File: config.mk
export PLATFORM = sky130hd
export DESIGN_NAME = rr_arb_mux_4
export DESIGN_NICKNAME = d
export VERILOG_FILES = /design/src/rtl/rr_arb_mux_4.sv
export SDC_FILE = /design/constraint.sdc
export NUM_CORES = 1
export LEC_CHECK = 0
export CAP_MARGIN = 20
export CORE_MARGIN = 2
export CORE_UTILIZATION = 35
export DETAILED_ROUTE_END_ITERATION = 6
export DONT_BUFFER_PORTS = 1
export GPL_TIMING_DRIVEN = 0
export SLEW_MARGIN = 20
export SYNTH_ARGS = -nofsm -noshare
export SYNTH_HDL_FRONTEND = slang
export SYNTH_SLANG_ARGS = --single-unit
File: constraint.sdc
create_clock -name clk -period 5.3 [get_ports clk]
set_clock_uncertainty 0.15 [all_clocks]
set_input_delay 0.795 -clock clk [delete_from_list [all_inputs] [get_ports clk]]
set_output_delay 0.795 -clock clk [all_outputs]
set_load 0.01 [all_outputs]
File: src/rtl/rr_arb_mux_4.sv
// Four-channel round-robin arbiter feeding a single registered output entry.
// The winning word and its channel index are held until drained through y_vld/y_rdy.
module rr_arb_mux_4 #(
   parameter int W = 4
) (
   input  logic         clk,
   input  logic         rst,
   input  logic [W-1:0] d0,
   input  logic [W-1:0] d1,
   input  logic [W-1:0] d2,
   input  logic [W-1:0] d3,
   input  logic [3:0]   vld,
   output logic [3:0]   rdy,
   output logic [W-1:0] y,
   output logic [1:0]   y_idx,
   output logic         y_vld,
   input  logic         y_rdy
);

   typedef enum logic {EMPTY, FULL} state_t;

   state_t         state_q, state_d;
   logic [W-1:0]   y_q, y_d;
   logic [1:0]     idx_q, idx_d;
   logic [1:0]     ptr_q, ptr_d;

   logic           loadEn;
   logic           found;
   logic           grant;
   logic [1:0]     cand;
   logic [1:0]     winner;
   logic [W-1:0]   dSel;

   // Scan from the priority pointer; reset suppresses any grant so nothing is lost silently.
   always_comb begin
      loadEn = (state_q == EMPTY) || y_rdy;
      found  = 1'b0;
      cand   = 2'd0;
      winner = 2'd0;
      for (int k = 0; k < 4; k++) begin
         cand = ptr_q + 2'(k);
         if (!found && vld[cand]) begin
            found  = 1'b1;
            winner = cand;
         end
      end
      grant = loadEn && found && !rst;
      rdy   = grant ? (4'b0001 << winner) : 4'b0000;
      case (winner)
         2'd0:    dSel = d0;
         2'd1:    dSel = d1;
         2'd2:    dSel = d2;
         default: dSel = d3;
      endcase
   end

   always_comb begin
      state_d = state_q;
      y_d     = y_q;
      idx_d   = idx_q;
      ptr_d   = ptr_q;
      if (grant) begin
         state_d = FULL;
         y_d     = dSel;
         idx_d   = winner;
         ptr_d   = winner + 2'd1;
      end else if (state_q == FULL && y_rdy) begin
         state_d = EMPTY;
      end
   end

   always_ff @(posedge clk) begin
      if (rst) begin
         state_q <= EMPTY;
         y_q     <= '0;
         idx_q   <= 2'd0;
         ptr_q   <= 2'd0;
      end else begin
         state_q <= state_d;
         y_q     <= y_d;
         idx_q   <= idx_d;
         ptr_q   <= ptr_d;
      end
   end

   assign y     = y_q;
   assign y_idx = idx_q;
   assign y_vld = (state_q == FULL);

endmodule

Word level (Yosys, flattened, before mapping) --
Cells that the tools add are included.
Storage, ports and cells: bits in registers 9, output and inout bits 11, word-level logic and storage cells 49, input bits 23
Operators by class: reduce and logical (&&, ||, !) cells 13, bitwise gates (word level) 1, $add $sub $neg 4, shifts and indexed selects 1, mux-type cells 20, eq/ne operators 2, magnitude comparators 4
Operators with widths (number):
- $lt 2x3->1 const B | 4
- $pmux 4 s3 | 1
- $mux 1 | 10
- $bmux 1 s2 | 4
- $mux 2 | 4
- $logic_and 1x1->1 | 6
- $add 2x1->2 const B | 2
- $add 2x2->2 const B | 2
- $logic_not 1->1 | 4
- $mux 4 | 1
- $shl 1x2->4 const A | 1
- $eq 2x1->1 const B | 1
- $eq 2x2->1 const B | 1
- $logic_not 2->1 | 1
- $reduce_bool 2->1 | 1
- $logic_or 1x1->1 | 1
- $not 1->1 | 1

Longest topological paths before layout --
depth after elaboration 15, mapped depth 7, mapped depth without buffers 7

Worst setup path after synthesis --
Ideal clock, no wire load.
path type input -> output, from in vld[2], to out rdy[0], cell stages on the path 5, arrival time 1799 ps, path buffers 0, required time 4355 ps, setup slack 2556 ps, path through nor2b_1 -> and2_1 -> or2_2 -> ha_1 -> and2_1
Between the ends: word-level cells in the longest chain between the ends 15, elaborated cells between the ends (all ways) 26, those cells by class shift: 1; mux: 17; reduce/logical: 8
RTL lines:
- from (decl) | line 12 | input logic [3:0] vld,
- $bmux 1 s2 | line 42 | if (!found && vld[cand]) begin
- $mux 1 (implied by the code) | line 42
- $mux 1 | line 42
- $logic_not 1->1 | line 42
- $logic_and 1x1->1 | line 42
- $mux 1 | line 42
- $logic_not 1->1 | line 42
- $logic_and 1x1->1 | line 42
- $mux 1 | line 42
- $logic_not 1->1 | line 42
- $logic_and 1x1->1 | line 42
- $mux 1 | line 42
- $logic_and 1x1->1 (2 in series) | line 47 | grant = loadEn && found && !rst;
- $mux 4 * | line 48 | rdy = grant ? (4'b0001 << winner) : 4'b0000;
- to (decl) | line 13 | output logic [3:0] rdy,
Mark *: on every way between the ends. The rest lies on a longest branch, timed or not. The select of a mux whose other input is x is not followed.

Final worst setup path --
Ends and elaborated chain as after synthesis.

==> impl_metrics.ini <==
[cells_and_area]
instances_no_fill = 100
antennaDiodeCount = 0
drive_gt1_frac = 0.160
final_cell_mix = dfxtp_1 (9), inv_1 (7), o211ai_1 (6)
multiInputGateArea_um2 = 403
seqCellArea_um2 = 180
syn2layout_area_growth_pct = 9.44
fin_nets = 104
fin_util = 0.399
fillers = 175
layout_commonest_cell = dfxtp_1

[clocking]
postCtsHoldBufs = 0
cts_sinks = 9
htree_levels = 1
cts_tree = done
cts.repair.resized = 0
cts_buffer_depth = 2
insertion_delay_ns = 0.26
numCtsBuffers = 3
clk_pin_slew_worst_paths_ns = 0.07
post_cts_buffers = 0
clockRootBuffer = clkbuf_4

[critical_path]
crit_type = in2out
crit_family = simple AND/OR/NAND/NOR gates
crit_fanout = 5
reg2reg_to = y[0]$_SDFFE_PP0P_
crit_chain = nor2b_1 -> a221oi_1 -> or2_2 -> ha_1 -> and2_1
cp.required_ns = 4.36
reg2reg_slack_ns = 3.10
crit_path_start_kind = primary input
cp_data_arrival_time_ns = 1.95
crit_path_max_incr_delay_ns = 0.41
critical_path.endpoint_type = output pin
crit_slowest_cell = a221oi_1
r2r_cells = 7
path_buf_inv = 0
r2r_start = ptr_q[1]$_SDFFE_PP0P_

[logic_synthesis]
syn_nets = 99
yosysTopAreaCell = dfxtp_1
synth.distinct_cells = 27
syn_area_um2 = 623
syn_inst = 71
yosysWarningCount = 0
ys_seq_area_frac = 0.289
syn_area_per_cell_um2 = 8.78
ys_seq_elements = 9
synth_area_leaders = dfxtp_1 (29%), ha_1 (10%), mux2_2 (7.2%)
synth_top_area_frac = 0.289

[outcome]
status = completed

[timing]
tns_ns = 0
max_slew_margin = 0.708
finalSetupViolations = 0
hold_viol = 0
finalCritPeriodShare = 0.545
worst_pin_slew_ns = 0.438
fmax_mhz = 346
rsz0062_at_grt = false
period_needed_ns = 2.89
drv_slew = 0

[hold_path]
holdPathStages = 2
hp-class = reg2reg
hold_end = ptr_q[1]$_SDFFE_PP0P_
holdCritStartpoint = ptr_q[1]$_SDFFE_PP0P_

[place]
dp_hpwl_um = 1080
place_congestion = 0.694
dpl.cell_count = 96
io_buffers = 0

[global_route]
grt_pass1_wl_um = 2190
antenna_found_initial = 0
grt_pass1_vias = 498
grt_overflow = 0
grt_usage = 0.145
grt_max_degree = 11

[floorplanning]
core_um2 = 1710
chipWidth_um = 46.2
dieArea_um2 = 2130
io_pins = 34
initial_utilization = 0.365
fp.dieH_um = 46.2
rows = 15

[route]
drcViolationCount = 0
routed_wl_um = 1360
first_pass_iters = 4
viasPerCell = 5.65
num_vias = 565
drt_first_iter_violations = 17
wl_per_cell_um = 13.6
ant_nets = 0

[run]
cap_violations = 0

[power]
total_power_w = 0.000188
ir_drop_uv = 154
pwr_density_cell_nw_per_um2 = 276
p_leak_nw = 0.270
## worst register-to-register path: stages, from the launching register on
cell and delay (ns):
dfxtp_1 0.38, mux2i_1 0.20, o22ai_1 0.16, or2_2 0.32
ha_1 0.26, a222oi_1 0.34, mux2_2 0.22, o21ai_1 0.06
## metal layers
metal  wire length, µm  vias up  share of wire  GRT usage
li1                  -      278              -          -
met1               643      263           0.47      0.183
met2               614       22           0.45      0.228
met3                87        2          0.064     0.0275
met4                15        0          0.011     0.0857
met5                 0        -              0          0
## synth_stat cells
master    count
dfxtp_1       9
inv_1         7
o211ai_1      6
and2_1        5
ha_1          5
a222oi_1      4
mux2_2        4
nor2b_1       4
nor2_1        3
o21ai_0       3
o31ai_1       3
buf_2         2
or2_2         2
a211oi_1      1
a21boi_0      1
a221oi_1      1
clkbuf_1      1
mux2i_1       1
nand2_1       1
nor3_1        1
nor4_1        1
nor4b_1       1
o21a_1        1
o21ai_1       1
o22ai_1       1
o311a_1       1
or3_1         1
## how the worst max path moves through the flow
stage,cells past startpoint,from,end,slack (ns)
detailed placement,5,vld[2],rdy[0],2.40
floorplan,5,vld[2],rdy[0],2.56
global route,5,vld[2],rdy[0],2.24
global placement,5,vld[2],rdy[0],2.39
CTS,5,vld[2],rdy[0],2.39
finish,5,vld[2],rdy[0],2.41
## through the flow
| stage | area, µm² | hold slack, ns | setup slack [ns] |
|---|---|---|---|
| final | 682 | 0.388 | 2.41 |
| after global placement | 654 | 0.377 | 2.39 |
| after CTS | 682 | 0.389 | 2.39 |
| after detailed placement | 654 | 0.380 | 2.40 |
| after global routing | 682 | 0.437 | 2.24 |
| after floorplan | 623 | 0.344 | 2.56 |
## registers in the layout, indices dropped and copies added, names as in the netlist
| register | flops |
|---|---|
| y | 4 |
| y_vld | 1 |
| y_idx | 2 |
| ptr_q | 2 |
## report_power, final
group	switching [W]	internal, W
registers	0.00000816	0.0000753
logic	0.0000256	0.0000244
clock network	0.0000266	0.0000279
total	0.0000604	0.000128
## final cells by class
cell class | count | area share
Multi-Input combinational cell | 52 | 0.591
Sequential cell | 9 | 0.264
Tap cell | 25 | 0.0459
Inverter | 7 | 0.0385
Clock buffer | 3 | 0.0330
Buffer | 3 | 0.0202
Clock inverter | 1 | 0.00734
## cell families after synthesis
group,count (synthesis),share of synthesized area
adders and majority gates,5,0.100
muxes,5,0.0883
AOI/OAI and AO/OA,23,0.281
buffers and inverters,10,0.0643
DFF,9,0.289
and+or+nand+nor,19,0.177
Note: power is estimated with default switching activity, not from simulation.
